**src/rtl/apb_mem_arbiter.sv**
```systemverilog
// Two-port APB3 arbiter onto one shared memory port: round-robin grant, latched request, watchdog abort.
// Three cycles from PSEL to PREADY with a zero-wait memory; the losing requester is wait-stated until served.
module apb_mem_arbiter #(
  parameter int ADDR_W  = 16,
  parameter int DATA_W  = 32,
  parameter int TIMEOUT = 255
) (
  input  logic              CLK_BASE,
  input  logic              RESET_N,
  input  logic              S0_PSEL,
  input  logic              S0_PENABLE,
  input  logic              S0_PWRITE,
  input  logic [ADDR_W-1:0] S0_PADDR,
  input  logic [DATA_W-1:0] S0_PWDATA,
  output logic [DATA_W-1:0] S0_PRDATA,
  output logic              S0_PREADY,
  output logic              S0_PSLVERR,
  input  logic              S1_PSEL,
  input  logic              S1_PENABLE,
  input  logic              S1_PWRITE,
  input  logic [ADDR_W-1:0] S1_PADDR,
  input  logic [DATA_W-1:0] S1_PWDATA,
  output logic [DATA_W-1:0] S1_PRDATA,
  output logic              S1_PREADY,
  output logic              S1_PSLVERR,
  output logic              M_PSEL,
  output logic              M_PENABLE,
  output logic              M_PWRITE,
  output logic [ADDR_W-1:0] M_PADDR,
  output logic [DATA_W-1:0] M_PWDATA,
  input  logic [DATA_W-1:0] M_PRDATA,
  input  logic              M_PREADY,
  input  logic              M_PSLVERR,
  output logic [1:0]        GRANT,
  output logic              BUSY,
  output logic              TIMEOUT_ERR
);

  typedef enum logic [1:0] {IDLE, SETUP, ACCESS, DONE} state_t;

  localparam logic [9:0] WD_LAST = 10'(TIMEOUT - 1);

  state_t            state;
  state_t            state_next;
  logic [9:0]        wd_cnt;
  logic              last_s1;
  logic              pick_s1;
  logic              req_any;
  logic              wd_expired;
  logic              m_sel;
  logic              m_en;
  logic              done;
  logic [1:0]        grant_q;
  logic [ADDR_W-1:0] addr_q;
  logic              pwrite_q;
  logic [DATA_W-1:0] wdata_q;
  logic [DATA_W-1:0] rdata_q;
  logic              slverr_q;
  logic              tmo_q;
  logic              unused_penable;

  // Requests are recognised on PSEL alone; PENABLE carries no extra information here.
  assign unused_penable = S0_PENABLE ^ S1_PENABLE;

  always_ff @(posedge CLK_BASE) begin
    if (!RESET_N) begin
      state <= IDLE;
    end else begin
      state <= state_next;
    end
  end

  always_comb begin
    state_next = state;
    pick_s1    = 1'b0;
    wd_expired = 1'b0;
    m_sel      = 1'b0;
    m_en       = 1'b0;
    done       = 1'b0;
    req_any    = S0_PSEL | S1_PSEL;
    case (state)
      IDLE: begin
        pick_s1 = (S0_PSEL && S1_PSEL) ? !last_s1 : S1_PSEL;
        if (req_any) state_next = SETUP;
      end
      SETUP: begin
        m_sel      = 1'b1;
        state_next = ACCESS;
      end
      ACCESS: begin
        m_sel = 1'b1;
        m_en  = 1'b1;
        if (M_PREADY) begin
          state_next = DONE;
        end else if (wd_cnt == WD_LAST) begin
          wd_expired = 1'b1;
          state_next = DONE;
        end
      end
      DONE: begin
        done       = 1'b1;
        state_next = IDLE;
      end
      default: state_next = IDLE;
    endcase
  end

  always_ff @(posedge CLK_BASE) begin
    if (!RESET_N) begin
      wd_cnt   <= '0;
      last_s1  <= 1'b1;
      grant_q  <= '0;
      addr_q   <= '0;
      pwrite_q <= 1'b0;
      wdata_q  <= '0;
      rdata_q  <= '0;
      slverr_q <= 1'b0;
      tmo_q    <= 1'b0;
    end else begin
      tmo_q <= 1'b0;
      if (state == ACCESS) wd_cnt <= wd_cnt + 10'd1;
      else                 wd_cnt <= '0;
      case (state)
        IDLE: begin
          if (req_any) begin
            grant_q  <= pick_s1 ? 2'b10 : 2'b01;
            addr_q   <= pick_s1 ? S1_PADDR  : S0_PADDR;
            pwrite_q <= pick_s1 ? S1_PWRITE : S0_PWRITE;
            wdata_q  <= pick_s1 ? S1_PWDATA : S0_PWDATA;
          end
        end
        ACCESS: begin
          if (M_PREADY) begin
            rdata_q  <= pwrite_q ? '0 : M_PRDATA;
            slverr_q <= M_PSLVERR;
          end else if (wd_expired) begin
            rdata_q  <= '0;
            slverr_q <= 1'b1;
            tmo_q    <= 1'b1;
          end
        end
        DONE: begin
          last_s1 <= grant_q[1];
          grant_q <= '0;
        end
        default: ;
      endcase
    end
  end

  assign M_PSEL      = m_sel;
  assign M_PENABLE   = m_en;
  assign M_PADDR     = addr_q;
  assign M_PWRITE    = pwrite_q;
  assign M_PWDATA    = wdata_q;
  assign GRANT       = grant_q;
  assign BUSY        = (state != IDLE);
  assign TIMEOUT_ERR = tmo_q;

  // Response fields are forced to zero outside the owner's single PREADY cycle.
  assign S0_PREADY  = done & grant_q[0];
  assign S1_PREADY  = done & grant_q[1];
  assign S0_PRDATA  = S0_PREADY ? rdata_q : '0;
  assign S1_PRDATA  = S1_PREADY ? rdata_q : '0;
  assign S0_PSLVERR = S0_PREADY & slverr_q;
  assign S1_PSLVERR = S1_PREADY & slverr_q;

endmodule

```
**config.mk**
```make
export PLATFORM = sky130hd
export DESIGN_NAME = apb_mem_arbiter
export DESIGN_NICKNAME = d
export VERILOG_FILES = /design/src/rtl/apb_mem_arbiter.sv
export SDC_FILE = /design/constraint.sdc
export NUM_CORES = 1
export LEC_CHECK = 0
export ABC_CLOCK_PERIOD_IN_PS = 1870
export CAP_MARGIN = 20
export CELL_PAD_IN_SITES_DETAIL_PLACEMENT = 0
export CELL_PAD_IN_SITES_GLOBAL_PLACEMENT = 1
export CORE_MARGIN = 1
export CORE_UTILIZATION = 27
export CTS_CLUSTER_DIAMETER = 60
export DETAILED_ROUTE_END_ITERATION = 7
export PLACE_DENSITY = 0.77
export SETUP_SLACK_MARGIN = 0.02
export SYNTH_ARGS = -nofsm -noshare
export SYNTH_HDL_FRONTEND = slang
export SYNTH_SLANG_ARGS = --single-unit
```
**constraint.sdc**
```tcl
create_clock -name CLK_BASE -period 1.87 [get_ports CLK_BASE]
set_clock_uncertainty 0.1 [all_clocks]
set_input_delay 0.2805 -clock CLK_BASE [delete_from_list [all_inputs] [get_ports CLK_BASE]]
set_output_delay 0.2805 -clock CLK_BASE [all_outputs]
set_load 0.1 [all_outputs]
```
After elaboration in Yosys (flattened, before gate mapping) --
Cells that the tools add are included.
Operators by class: add/subtract/negate cells 1, $mul 0, div/mod/pow operators 0, magnitude comparators 0, equality and inequality tests 6, shifts and indexed selects 0, muxes and demuxes 26, bitwise operators 7, reductions and logical operators 13
Operator list (number):
- 32-bit two-way mux | 6
- 16-bit two-way mux | 1
- 1-bit two-way mux | 12
- 10-bit by 1-bit adder with 10-bit output (second input constant) | 1
- 10-bit by 8-bit equality test with 1-bit output (second input constant) | 1
- 2-bit two-way mux | 5
- 2-bit AND reduction | 5
- 2-bit case mux with 4 select lines | 1
- 2-bit nonzero test | 3
- 1-bit bitwise AND | 4
- 2-bit equality test (second input constant) | 2
- 2-bit case mux with 2 select lines | 1
- 3-bit inequality test (second input constant) | 1
- 3-bit OR reduction | 1
- 2-bit by 1-bit equality test with 1-bit output (second input constant) | 1
- 2-bit zero test | 1
- 2-bit inequality test (second input constant) | 1
- 1-bit NOT | 2
- 2-bit OR reduction | 1
- 1-bit logical AND | 1
- 1-bit zero test | 1
- 1-bit OR | 1
Word-level totals: register bits 98, latch bits 0, bits in writable memories 0, bits in read-only memories 0, output and inout port bits 123, logic and storage cells 63, memories 0

Longest topological paths before layout --
Gate-level depths: netlist (run 1).
depth after elaboration 6, gate-level depth with buffers 8, depth with buffers taken out 6

Worst setup path before layout (run 1) --
Ideal clock, no wire load.
path type register to output, start register grant_q[0] (netlist: GRANT[0]), end output S0_PRDATA[23], arrival time 2.100 ns, required time 1.490 ns, setup slack -0.610 ns, cell stages (with the launch flop) 3, buffers on the path 1, cells stage by stage dfxtp_1 > clkbuf_1 > and3_1
Between the ends: word-level cells in the longest chain between the ends 2
Ends and longest elaborated chain:
- start: declaration | RTL line 53 | logic [1:0] grant_q;
- start signal: assignment | RTL line 126 | grant_q <= pick_s1 ? 2'b10 : 2'b01;
- 1-bit bitwise AND | RTL line 161 | assign S0_PREADY = done & grant_q[0];
- 32-bit two-way mux | RTL line 163 | assign S0_PRDATA = S0_PREADY ? rdata_q : '0;
- end: declaration | RTL line 15 | output logic [DATA_W-1:0] S0_PRDATA,
No other way between the ends.

Worst setup path in the final report (run 1) --
start register state[1], end output S1_PRDATA[22]
Between the ends: word-level cells in the longest chain between the ends 4
Ends and longest elaborated chain:
- start: declaration | RTL line 43 | state_t state;
- start signal: assignment | RTL line 69 | state <= state_next;
- 2-bit equality test | RTL line 81 | case (state)
- 1-bit two-way mux | RTL line 81
- 1-bit bitwise AND | RTL line 162 | assign S1_PREADY = done & grant_q[1];
- 32-bit two-way mux | RTL line 164 | assign S1_PRDATA = S1_PREADY ? rdata_q : '0;
- end: declaration | RTL line 23 | output logic [DATA_W-1:0] S1_PRDATA,
No other way between the ends.

==> results.yml, run 1 <==
clock_tree:
  cts.sinks: 98
  clkTransAtPathRegs_ns: 0.07
  clock_path_buffers: 2
  clock-root-buffer: "clkbuf_16"
  clk_latency_ns: 0.35
  numCtsBuffers: 9
  h-tree-depth: 3
  cts_tree: "built"
floorplan:
  ios: 261
  chipWidth_microns: 132
  start_util_pct: 27.6
  fp.dieArea_sq_um: 17400
  core_sq_um: 16500
  die_height_microns: 132
  row_count: 47
timing:
  layout_setup_ws_ns: -0.0559
  hold_slack_ns: 0.376
  worst_pin_slew_ns: 0.373
  finalCriticalPeriod_ns: 1.93
  finalSetupViolCount: 67
  fin_setup_tns_ns: -2.61
  maxSlewHeadroom_pct: 75.0
  rsz0062_at_grt: "yes"
  post-route-period-util_pct: 103
  fmax_ghz: 0.519
  maxSlewViolCount: 0
  finalHoldViolations: 0
route:
  dr.pass1.iters: 6
  ant_nets: 0
  wl_microns: 17000
  routed-via-count: 4956
  wire_per_inst_microns: 16.9
  via_per_inst: 4.94
  drt_iter0_drc: 191
  drc_errors: 0
min_path:
  min_to: "M_PWDATA[5]"
  min_from: "S0_PWDATA[5]"
  holdPathStages: 3
  hold_path_class: "input port to flip-flop"
place:
  dp_hpwl_microns: 12000
  placed_area_sq_um: 8470
  gp_congestion: 0.790
  io_buffer_count: 258
synthesis:
  ys_async_sr_fraction_pct: 0
  synth_top_cell_by_area: "dfxtp_1"
  synth_area_leaders: "dfxtp_1, and3_1, a21oi_1"
  yosys_warnings: 0
  yosysSeqAreaShare_pct: 43.1
  synth_edf_count: 0
  yosysTopAreaCellShare_pct: 43.1
  ys_types: 31
  syn_inst: 525
  ys.flop_type: "dfxtp_1"
  syn_nets: 668
  ys_seq_elements: 98
  syn_avg_cell_area_sq_um: 8.67
  netlist_area_sq_um: 4550
finish:
  syn_to_final_growth_pct: 100
  antenna_cells: 0
  final_nets: 922
  drive_above_1_share_pct: 36.2
  finalInstanceArea_sq_um: 9110
run_status:
  status: "finished, violations left"
  violations: "setup timing"
grt:
  grt_max_degree: 52
  antenna_found_initial: 0
  overflow: 0
  grt_first_pass_wirelength_microns: 25900
  track_usage_pct: 18.7
  grt_pass1_vias: 5013
critical_path:
  rr_worst_depth: 7
  crit_family: "buffers and inverters"
  end_kind: "primary output"
  timing.rr.start: "wd_cnt[0]"
  path_max_fanout: 8
  cp_data_required_time_ns: 1.49
  rrSetupSlack_ns: 0.17
  path_cells: "ha_4 > buf_8 > buf_16 > and3_2 > buf_12"
  cp.arrival_ns: 1.55
  crit_slowest_cell: "dfxtp_4"
  cpPeakStageDelay_ns: 0.36
  r2r_end: "rdata_q[30]"
  timing.critical_path.buf_inv: 3
  crit_type: "flip-flop to primary output"
  start_kind: "flip-flop"
power_and_ir_drop:
  irDropWorstVdd_v: 0.00129
  power_mw: 11.7
  p_leak_nw: 3.35
  powerDensity_nw_per_um2: 1290
flow_run:
  maxCapViolCount: 0
-- final cells by class --
cell class              instances  area (sq um)
repair buffers                292          3890
flip-flops and latches         98          1970
fillers                      1434          7420
clock inverters                 4          51.3
clock buffers                  12           246
well taps                     220           275
inverters                       6          23.8
multi-input cells             372          2650
-- how the worst max path moves through the flow --
stage	start	endpoint	slack [ns]	cells past startpoint
6_report	state[1]	S1_PRDATA[22]	-0.06	5
5_1_grt	state[1]	S0_PRDATA[19]	-0.1	5
2_1_floorplan	state[0]	rdata_q[10]	-0.09	7
3_5_place_dp	S1_PSEL	M_PADDR[7]	0.005	6
3_3_place_gp	S0_PSEL	M_PWDATA[25]	0.10	6
4_1_cts	state[0]	S1_PRDATA[3]	-0.06	4
-- metal layers --
metal,global-route usage [%],wire [microns],vias up
met5,0,0,-
met4,7.88,341,0
met3,4.46,952,21
met2,34.6,8970,171
met1,20.2,6750,2362
li1,-,-,2402
-- kinds of logic (layout without fill, tap and decap cells) --
group / after synthesis / count (layout) / synth area share, %
AOI/OAI and AO/OA: 171 / 171 / 27.0
xor gates and xnor gates: 8 / 8 / 1.54
adders and majority gates: 5 / 5 / 1.37
buffers and inverters: 55 / 314 / 6.49
DFF: 98 / 98 / 43.1
muxes: 2 / 2 / 0.467
and+or+nand+nor: 186 / 186 / 20.1
-- per-stage QoR --
step	cells	utilization (%)	setup slack, ns
finish	1004	55.1	-0.0559
global placement	978	51.2	0.104
global route	1004	55.1	-0.0956
floorplan	525	-	-0.0865
CTS	995	53.4	-0.0559
detailed placement	978	51.2	0.00550
-- flip-flops by register name (all words and copies together) (netlist names), 2 cells and up --
register,flops
M_PADDR,16
state,2
M_PWDATA,32
rdata_q,32
wd_cnt,10
GRANT,2
-- synth_stat cells (3+ instances only) --
cell      number
xor2_1         4
a211oi_2      25
clkbuf_1      25
a211oi_1       7
nor3_1         3
buf_2         14
nand3_1        6
and3_1        67
a21oi_1       81
xnor2_1        4
nor2_1        14
dfxtp_1       98
inv_1          6
nand2_1       88
buf_6          9
a22oi_1       52
ha_1           5
-- cells in the final DEF, fill, tap and decap left out, drive strengths merged, types with 6 or more instances in the layout --
cell / n
buf: 153
clkbuf: 16
dfxtp: 98
nand2: 88
and3: 69
nand3: 6
clkdlybuf4s50: 135
nor2: 15
a211oi: 32
a21oi: 81
a22oi: 52
-- worst reg2reg max path, stage by stage (launching register included) --
cell,delay [ns]
dfxtp_1,0.34
inv_1,0.05
ha_1,0.19
nor3b_2,0.16
a31oi_1,0.27
nor2b_4,0.10
buf_4,0.18
a211oi_1,0.23
-- power breakdown --
part / switching (mW) / internal [mW]
Sequential: 0.333 / 2.54
Combinational: 4.67 / 2.32
Clock: 0.816 / 1.08
Total: 5.81 / 5.94
-- repair_timing --
action                     in CTS  in global routing
cloned                          1                  6
setup endpoints to repair      69                 93
gates resized for setup         8                 36
pin swaps                       6                  1
hold endpoints to repair        0                  0
hold buffers                    0                  0
buffers inserted                0                  3
Note: power is estimated with default switching activity, not from simulation.
==> run 2, diff against run 1 <==
--- a/config.mk
+++ b/config.mk
@@ -11,6 +11,7 @@
 export CELL_PAD_IN_SITES_GLOBAL_PLACEMENT = 1
 export CORE_MARGIN = 1
 export CORE_UTILIZATION = 27
+export CTS_BUF_LIST = sky130_fd_sc_hd__clkbuf_4 sky130_fd_sc_hd__clkbuf_8
 export CTS_CLUSTER_DIAMETER = 60
 export DETAILED_ROUTE_END_ITERATION = 7
 export PLACE_DENSITY = 0.77
==> results.yml, run 2 (same netlist as run 1, synthesis figures left out) <==
run_status:
  status: "finished, violations left"
  violations: "setup timing"
timing:
  fmax_ghz: 0.512
  hold_slack_ns: 0.349
  post-route-period-util_pct: 104
  rsz0062_at_grt: "yes"
  maxSlewHeadroom_pct: 75.4
  maxSlewViolCount: 0
  fin_setup_tns_ns: -4.50
  finalCriticalPeriod_ns: 1.95
  worst_pin_slew_ns: 0.368
  layout_setup_ws_ns: -0.0818
  finalHoldViolations: 0
  finalSetupViolCount: 68
route:
  ant_nets: 0
  routed-via-count: 4999
  dr_wl_met2_microns: 9200
  drc_errors: 0
  wl_microns: 17500
  via_per_inst: 4.95
  wire_per_inst_microns: 17.3
  dr.pass1.iters: 5
  m1WireLength_microns: 7040
  drt_iter0_drc: 211
  highest_layer: "met4"
  wl_met3_microns: 936
grt:
  overflow: 0
  grt_max_degree: 52
  track_usage_pct: 18.7
  grt_pass1_vias: 5033
  antenna_found_initial: 0
  grt_first_pass_wirelength_microns: 26000
critical_path:
  cp.arrival_ns: 1.57
  end_kind: "primary output"
  crit_type: "flip-flop to primary output"
  start_kind: "flip-flop"
  path_max_fanout: 8
  cp_data_required_time_ns: 1.49
floorplan:
  ios: 261
  chipWidth_microns: 132
  die_height_microns: 132
  row_count: 47
  start_util_pct: 27.6
  core_sq_um: 16500
  fp.dieArea_sq_um: 17400
finish:
  antenna_cells: 0
  final_nets: 928
  layout_commonest_cell: "clkdlybuf4s50_1"
  syn_to_final_growth_pct: 100
  finalInstanceArea_sq_um: 9110
  instances_no_fill: 1010
  mostFrequentLayoutCells: "clkdlybuf4s50_1, buf_12, dfxtp_1"
  drive_above_1_share_pct: 37.3
place:
  placed_area_sq_um: 8470
  dpl.cell_count: 978
  gp_congestion: 0.790
  dpl_worst_slack_ns: 0.00550
  io_buffer_count: 258
  dp_hpwl_microns: 12000
clock_tree:
  numCtsBuffers: 9
  clock-root-buffer: "clkbuf_8"
  cts-hold-fix-buffers: 0
  h-tree-depth: 3
  cts.sinks: 98
  clock_path_buffers: 2
  clk_latency_ns: 0.38
  clkTransAtPathRegs_ns: 0.10
  cts_tree: "built"
power_and_ir_drop:
  irDropWorstVdd_v: 0.00131
  p_leak_nw: 3.36
  powerDensity_nw_per_um2: 1260
min_path:
  hold_path_class: "input port to flip-flop"
flow_run:
  maxCapViolCount: 0
-- run 2: changes by cell type in the layout (fill, tap and decap cells not counted), sizes merged --
cell / before / now
buf: 153 / 157
clkbuf: 16 / 18
-- run 2: layout make-up --
type	instances	area [sq um]
Clock inverter	4	51.3
Tap cell	220	275
Timing Repair Buffer	298	3990
Inverter	6	31.3
Multi-Input combinational cell	372	2640
Fill cell	1424	7410
Clock buffer	12	153
Sequential cell	98	1970
-- run 2: where the power goes --
part / total [mW] / switching (mW) / internal [mW]
logic: 7.20 / 4.74 / 2.46
clock network: 1.45 / 0.760 / 0.686
registers: 2.86 / 0.326 / 2.54
total: 11.5 / 5.83 / 5.68
-- run 2: worst paths after layout --
kind | start | to | slack (ns) | depth (start not counted)
worst max-delay path | state[1] | S1_PRDATA[22] | -0.08 | 5
worst min-delay path | S0_PWDATA[5] | M_PWDATA[5] | 0.35 | 3
worst max register to register | state[0] | rdata_q[11] | 0.10 | 9
worst min register to register | last_s1 | last_s1 | 0.40 | 1
-- run 2: routing by layer --
metal,track usage (%),up-vias
li1,-,2414
met1,20.2,2406
met2,34.7,158
met3,4.46,21
met4,7.88,0
met5,0,-
-- run 2: per-stage QoR --
| step | power, mW | utilization (%) |
|---|---|---|
| after floorplan | 7.44 | - |
| after global routing | 12.0 | 55.1 |
| after detailed placement | 9.54 | 51.2 |
| after CTS | 11.2 | 52.9 |
| final | 11.5 | 55.1 |
| after global placement | 9.38 | 51.2 |
-- run 2: what timing repair did --
action                     CTS  global route
buffers inserted             1             6
gates cloned                 1             8
resized for setup           13            35
pin swaps                    7             3
setup endpoints to repair   69            94
-- run 2: worst max-delay path, stage by stage (launching register included) --
cell and delay [ns]:
dfxtp_4 0.36, ha_4 0.17, buf_6 0.14, buf_16 0.14, and3_2 0.21, buf_12 0.16
